## src/rtl/prog_sequencer.sv

```systemverilog
// Run controller: steps the core through a fixed list of programs, holding init
// while presenting each start PC, then timing each run until halt or the watchdog fires.
module prog_sequencer #(
   parameter int          NUM_PROG    = 3,
   parameter logic [9:0]  PROG0_ADDR  = 10'd0,
   parameter logic [9:0]  PROG1_ADDR  = 10'd219,
   parameter logic [9:0]  PROG2_ADDR  = 10'd686,
   parameter logic [9:0]  PROG3_ADDR  = 10'd0,
   parameter int          INIT_CYCLES = 2,
   parameter logic [15:0] MAX_CYCLES  = 16'hFFFF
) (
   input  logic        CLK,
   input  logic        init,
   input  logic        start,
   input  logic        halt,
   output logic        core_init,
   output logic [9:0]  start_addr,
   output logic [1:0]  prog_id,
   output logic        busy,
   output logic        done,
   output logic [15:0] run_cycles,
   output logic        run_valid,
   output logic        timeout
);

   typedef enum logic [1:0] {IDLE, LOAD, RUN, DONE} state_t;

   localparam logic [7:0] LOAD_LAST = 8'(INIT_CYCLES - 1);
   localparam logic [1:0] LAST_PROG = 2'(NUM_PROG - 1);

   state_t      state, state_nxt;
   logic [7:0]  load_cnt;
   logic [15:0] cyc_cnt;
   logic        wdog, prog_end;

   // Halt and watchdog landing together are a single end event.
   assign wdog     = (state == RUN) && (cyc_cnt == MAX_CYCLES);
   assign prog_end = (state == RUN) && (halt || wdog);

   always_ff @(posedge CLK or posedge init) begin
      if (init) state <= IDLE;
      else      state <= state_nxt;
   end

   always_comb begin
      state_nxt = state;
      core_init = (state != RUN);
      busy      = (state == LOAD) || (state == RUN);
      done      = (state == DONE);
      case (state)
         IDLE, DONE: if (start) state_nxt = LOAD;
         LOAD:       if (load_cnt == LOAD_LAST) state_nxt = RUN;
         RUN:        if (prog_end) state_nxt = (prog_id == LAST_PROG) ? DONE : LOAD;
         default:    state_nxt = IDLE;
      endcase
   end

   always_comb begin
      start_addr = PROG0_ADDR;
      case (prog_id)
         2'd0: start_addr = PROG0_ADDR;
         2'd1: start_addr = PROG1_ADDR;
         2'd2: start_addr = PROG2_ADDR;
         2'd3: start_addr = PROG3_ADDR;
         default: start_addr = PROG0_ADDR;
      endcase
   end

   always_ff @(posedge CLK or posedge init) begin
      if (init) begin
         prog_id    <= 2'd0;
         load_cnt   <= 8'd0;
         cyc_cnt    <= 16'd0;
         run_cycles <= 16'd0;
         run_valid  <= 1'b0;
         timeout    <= 1'b0;
      end else begin
         run_valid <= 1'b0;
         case (state)
            IDLE, DONE: if (start) begin
               prog_id  <= 2'd0;
               load_cnt <= 8'd0;
               timeout  <= 1'b0;
            end
            LOAD: begin
               load_cnt <= load_cnt + 8'd1;
               cyc_cnt  <= 16'd0;
            end
            RUN: if (prog_end) begin
               // counter+1 would wrap when the limit is all ones
               run_cycles <= wdog ? MAX_CYCLES : cyc_cnt + 16'd1;
               run_valid  <= 1'b1;
               load_cnt   <= 8'd0;
               if (wdog) timeout <= 1'b1;
               if (prog_id != LAST_PROG) prog_id <= prog_id + 2'd1;
            end else begin
               cyc_cnt <= cyc_cnt + 16'd1;
            end
            default: ;
         endcase
      end
   end

endmodule

```

## config.mk

```make
export PLATFORM = sky130hd
export DESIGN_NAME = prog_sequencer
export DESIGN_NICKNAME = d
export VERILOG_FILES = /design/src/rtl/prog_sequencer.sv
export SDC_FILE = /design/constraint.sdc
export NUM_CORES = 1
export LEC_CHECK = 0
export CAP_MARGIN = 5
export CORE_UTILIZATION = 45
export DETAILED_ROUTE_END_ITERATION = 10
export GPL_TIMING_DRIVEN = 0
export PLACE_DENSITY = 0.72
export SYNTH_ARGS = -nofsm -noshare
export SYNTH_HDL_FRONTEND = slang
export SYNTH_SLANG_ARGS = --single-unit
```

## constraint.sdc

```tcl
create_clock -name CLK -period 3.5 [get_ports CLK]
set_clock_uncertainty 0.1 [all_clocks]
set_input_delay 1.05 -clock CLK [delete_from_list [all_inputs] [get_ports CLK]]
set_output_delay 1.05 -clock CLK [all_outputs]
set_load 0.05 [all_outputs]
```

==> results.md <==
* Status: finished, final reports clean
* Post-Syn Instances at 260
* Crit. End Element: primary output
* TritonCTS clock tree: done
* Netlist cell types at 45
* Highest clock rate at 295 MHz
* R2R cell count at 6
* Fin cells at 375
* Worst-skew pair later-pin latency at 300 ps
* Cell depth of the worst hold path at 1
* First-pass GRT wire length at 10100 µm
* Critical path class: reg2out
* Ys flop type: dfrtp_1
* TritonCTS Sinks at 46
* Final Hold Fails at 0
* Tmin final at 3390 ps
* Share of power burned in registers at 0.546
* CTS root buffer: clkbuf_8
* Post-CTS Repair Setup Buffers at 0
* Endpoints failing setup at 0
* Vias at 2176
* Inst Count DP at 368
* Starting Density at 0.470
* Post-synth EDFFs at 0
* Longest Clk Path Bufs at 2
* Final instance area at 0.00318 mm²
* Crit start category: register
* RSZ-0062 raised after global routing: false
* Global placer's final weighted congestion at 0.853
* Leak pwr at 0.00134 µW
* I/O Buffers at 35
* Core area at 0.00554 mm²
* Dpl hpwl at 4140 µm
* CTS Buf Count at 5
* Final #Nets at 316
* Switching power at 203 µW
* Period utilisation layout at 0.969
* Initial antenna violation count at 0
* Seq/Total Area, Yosys at 0.442
* Clock Power Share at 0.422
* Syn-to-layout area delta at 21.9%
* GR Overflow Total at 0
* Critical Path AT at 2240 ps
* Synthesized area at 0.00261 mm²
* Total GRT Usage at 0.207
* Syn_nets at 273
* Pwr Density at 306 mW/mm²
* Post-CTS Hold Buffers at 0
* Most common cell after layout, fill and taps aside: dfrtp_1
* Crit path max fanout at 10
* Die area at 0.00610 mm²
* #FFs+latches synth at 46
* Comb power frac at 0.032
* Post-DRT Antenna Nets at 0
* Vias in the first global route at 2084
* Row cnt at 27
* Largest net degree at the start of global routing at 39
* Antenna diodes at 0
* Slew Limit Fails at 0
* Max-slew headroom at 0.453
* Switching share of power at 0.209
* DR iter-0 viols at 124
* Cell-internal power at 769 µW
* Post-Route WL at 5850 µm
* Placed inst area at 0.00307 mm²
* Clock slew at reported path FFs at 90 ps
* Wire per inst at 15.6 µm
* Die H at 78.1 µm
* DRC Markers at 0
* HP Class: reg2reg
* Cells resized by post-CTS repair at 1
* Overall die width at 78.1 µm
* IO Count at 37
* Post-Syn Area per Cell at 10.0 µm²
* H-tree levels at 2
* Worst vdd ir at 178 µV
* R2R Setup Slk at 850 ps
* Layout cells sized above 1 at 0.106
* Max Cap Violations at 0
* Tightest Pin Transition at 815 ps
* Count of warnings emitted by yosys at 0
* Commonest non-fill, non-tap cells in the layout: dfrtp_1, clkdlybuf4s50_1, inv_1, nand2_1, nand4_1
* DRT Pass-1 Iters at 4
* Setup TNS Final at 0 ps
* CP required at 2350 ps
* Ys async rst share at 1.00
* Vias per cell at 5.80
==> layer usage <==
layer	part of all wire	global-route usage
met5	0	0
met4	0.0091	0.0685
met3	0.050	0.0360
met2	0.47	0.326
met1	0.47	0.288
==> critical path: stages, from the launching register on <==
cell           delay, ps
dfrtp_1              410
inv_1                 70
ha_1                 270
inv_1                210
clkbuf_1             390
dlygate4sd2_1        590
==> power by group through the flow <==
stage,Sequential [µW],Clock (µW),Combinational [µW]
6_report,531,411,30.8
4_1_cts,531,420,31.7
5_1_grt,531,442,34.3
3_5_place_dp,542,0,31.6
2_1_floorplan,542,0,18.8
3_3_place_gp,542,0,28.5
==> kinds of logic (layout without fill, tap and decap cells) <==
kind of cell               after synthesis  count (layout)  share of synthesized area
muxes                                   11              11                     0.0427
DFF                                     46              46                      0.442
adders and majority gates                9               9                     0.0432
AOI/OAI and AO/OA                       63              63                      0.194
buffers and inverters                   41              84                     0.0773
xor gates and xnor gates                 8               8                     0.0269
and+or+nand+nor                         81              81                      0.172
other                                    1               1                    0.00144
==> registers in the layout, indices dropped and copies added (netlist names) <==
name,cells
cyc_cnt,16
run_valid,1
run_cycles,16
prog_id,2
load_cnt,8
timeout,1
state,2
==> Yosys cell counts (4+ instances only) <==
cell type,number,area [µm²]
nand4_1,13,81.3
a31oi_1,4,25.0
inv_1,21,78.8
buf_2,4,20.0
nor2_1,6,22.5
nand2_1,20,75.1
mux2i_1,10,100
a32o_1,5,50.1
nand2b_1,9,56.3
ha_1,9,113
o21ai_0,5,25.0
nor4_1,6,37.5
clkbuf_1,5,18.8
a21oi_1,12,60.1
nor3_1,5,25.0
buf_4,9,67.6
dfrtp_1,46,1150
xor2_1,4,35.0
o221ai_1,9,78.8
xnor2_1,4,35.0
a2bb2oi_1,11,96.3
nand3_1,9,45.0
o211ai_1,7,52.6
==> through the flow <==
| stage | util | power [µW] | hold slack, ps | setup slack [ps] |
|---|---|---|---|---|
| floorplan | - | 560 | 403 | 667 |
| global placement | 0.550 | 570 | 420 | 167 |
| detailed placement | 0.554 | 573 | 426 | 151 |
| CTS | 0.574 | 983 | 438 | 119 |
| global route | 0.574 | 1010 | 461 | 4.96 |
| finish | 0.574 | 972 | 433 | 109 |
==> area by class of cell <==
type / count / area, µm²
Fill cell: 501 / 2360
Tap cell: 72 / 90.1
Clock inverter: 1 / 30.0
Inverter: 21 / 78.8
Timing Repair Buffer: 36 / 369
Multi-Input combinational cell: 173 / 1250
Clock buffer: 6 / 82.6
Sequential cell: 46 / 1150
Buffer: 20 / 123
==> path summary, 6_finish.rpt <==
path                             from              to
max in group asynchronous        init     cyc_cnt[13]
min reg2reg                prog_id[0]      prog_id[0]
max reg2reg                cyc_cnt[0]  run_cycles[13]
min in group asynchronous        init     load_cnt[5]
min                        prog_id[0]      prog_id[0]
max                          state[0]       core_init
Note: power is estimated with default switching activity, not from simulation.
==> variant, RTL diff (same settings) <==
Encoding of `state_t`: now Gray code (2 bits for 4 states).
--- a/src/rtl/prog_sequencer.sv
+++ b/src/rtl/prog_sequencer.sv
@@ -23,7 +23,7 @@
    output logic        timeout
 );
 
-   typedef enum logic [1:0] {IDLE, LOAD, RUN, DONE} state_t;
+   typedef enum logic [1:0] {IDLE = 2'b00, LOAD = 2'b01, RUN = 2'b11, DONE = 2'b10} state_t;
 
    localparam logic [7:0] LOAD_LAST = 8'(INIT_CYCLES - 1);
    localparam logic [1:0] LAST_PROG = 2'(NUM_PROG - 1);
Formal check against the unedited RTL: no difference found for any inputs over 10 cycles, from zero or initial values; not proved beyond that.
==> variant against the unedited design <==
  * Sequential cell count unchanged
  * Design area up 2.7%
  * Setup slack better by 0.023 ns
  * First-iteration DRC count increased by 17%
  * Die area grew 3.7%
  * Synthesized area rose by 3.7%
  * Sequential share of layout area shrank 0.94 points
  * Wire length is 3.9% higher
  * Count of clock-buffer cells in the layout unchanged
Power is not compared: it rests on default switching activity, and its combinational part moved more than twofold at a synthesized area within 25%.
==> variant: results (changes against the unedited design) <==
stage,metric,value,unit,change
setup_path,slowest_stage,clkdlybuf4s50_1,,
logic_synthesis,avgSynthCellArea,10.01,µm²,about the same
global_routing,grt_max_degree,31,,-21%
finish,top_regs,"cyc_cnt: 16 flops, run_cycles: 16 flops, load_cnt: 8 flops",,
placement,place_hpwl,4.321,mm,+4.4%
logic_synthesis,synth_common_cells,"dfrtp_1 (46), nand2_1 (22), nor2_1 (21)",,
global_routing,grt_antenna_before_repair,0,,unchanged
logic_synthesis,ys_seq_area_frac,0.4257,,-0.01594
detailed_routing,avgViaCountPerCell,5.642,,-2.8%
logic_synthesis,synth.area.top_cells,"dfrtp_1 (43%), a2bb2oi_2 (4.4%), xnor2_1 (3.2%)",,
clock_network,clk_latency,0.31,ns,
clock_network,clk_path_buf_depth,2,,unchanged
logic_synthesis,syn_nets,279,,+2.2%
finish,fin_nets,320,,+1.3%
setup_path,critPathMaxStageDelay,0.81,ns,+0.22 ns
sta,relSlewSlack,0.5623,,+0.1093
detailed_routing,wirelength,6.075,mm,+3.9%
setup_path,arrival,2.22,ns,-0.02 ns
global_routing,grt_pass1_vias,2030,,-2.6%
pwr,ir_drop,462.6,µV,
global_routing,grt_pass1_wl,10.21,mm,+0.89%
finish,drive_above_1_share,0.1543,,+0.04873
placement,io_buffer_count,34,,-2.9%
placement,post_dp_cell_area,3154,µm²,+2.9%
placement,pre_cts_ws,0.06147,ns,-0.08990 ns
logic_synthesis,synth.distinct_cells,55,,+22%
detailed_routing,drt_iter0_drc,145,,+17%
clock_network,cts_resized,2,,+1
global_routing,globalRouteTotalUtil,0.2165,,+0.009637
status,status,"finished, final reports clean",,
finish,finalNonFillerCells,383,,+2.1%
clock_network,htreeDepth,2,,unchanged
finish,nFillCells,487,,-2.8%
pwr,p_leak,1.350,nW,
placement,globalplace.congestion,0.8867,,+4.0%
detailed_routing,first_pass_iters,4,,unchanged
-- variant: cell count changes in the layout (fill, tap and decap cells not counted), sizes merged, moves of 7 or more --
cell,delta
nor2,+15
o221ai,-7
inv,-9
mux2i,-8
nand4,-9
-- variant: worst paths after layout --
check                                       startpoint                         end  slack [ns]  cells past startpoint
worst max-delay path              state[0]$_DFFE_PP0P_                        done        0.13                      4
worst min-delay path               timeout$_DFFE_PP0P_         timeout$_DFFE_PP0P_        0.38                      2
worst max register to register  cyc_cnt[0]$_DFFE_PP0P_     load_cnt[6]$_DFFE_PP0P_        0.96                      7
worst min register to register     timeout$_DFFE_PP0P_         timeout$_DFFE_PP0P_        0.38                      2
max in group asynchronous                         init   run_cycles[5]$_DFFE_PP0P_        1.89                      3
min in group asynchronous                         init  run_cycles[12]$_DFFE_PP0P_        0.93                      2
-- variant: where the power goes --
part	total (mW)	leakage, nW	switching (mW)	internal (mW)
registers	0.809	0.588	0.123	0.686
clock network	0.406	0.0573	0.177	0.228
logic	1.66	0.705	1.05	0.616
-- variant: logic make-up after synthesis --
logic type | after synthesis | synth area share
adders and majority gates | 5 | 0.02314
buffers and inverters | 37 | 0.07959
DFF | 46 | 0.4257
other | 1 | 0.001387
muxes | 3 | 0.01157
AOI/OAI and AO/OA | 66 | 0.2036
and+or+nand+nor | 96 | 0.2032
xor gates and xnor gates | 16 | 0.05183
-- variant: area by class of cell --
| cell class | count | area (µm²) | area share |
|---|---|---|---|
| buffer | 24 | 167.7 | 0.05138 |
| clock buffer | 6 | 82.58 | 0.02531 |
| clock inverter | 1 | 30.03 | 0.009202 |
| inverter | 12 | 45.04 | 0.01380 |
| multi-input combinational | 187 | 1338 | 0.4099 |
| sequential | 46 | 1151 | 0.3528 |
| tap | 72 | 90.09 | 0.02761 |
| timing repair buffer | 35 | 359.1 | 0.1100 |
-- variant: routing by layer --
layer  vias up  wire (µm)  track usage
met3         9        219      0.04114
met2        48       2878       0.3333
met4         0        106       0.1018
met5         -          0            0
met1      1046       2871       0.2917
li1       1058          -            -
-- variant: tightest hold or removal path: stages, from the launching register on --
cell	delay [ns]
dfrtp_1	0.35
nand2_1	0.05
nand2_1	0.05
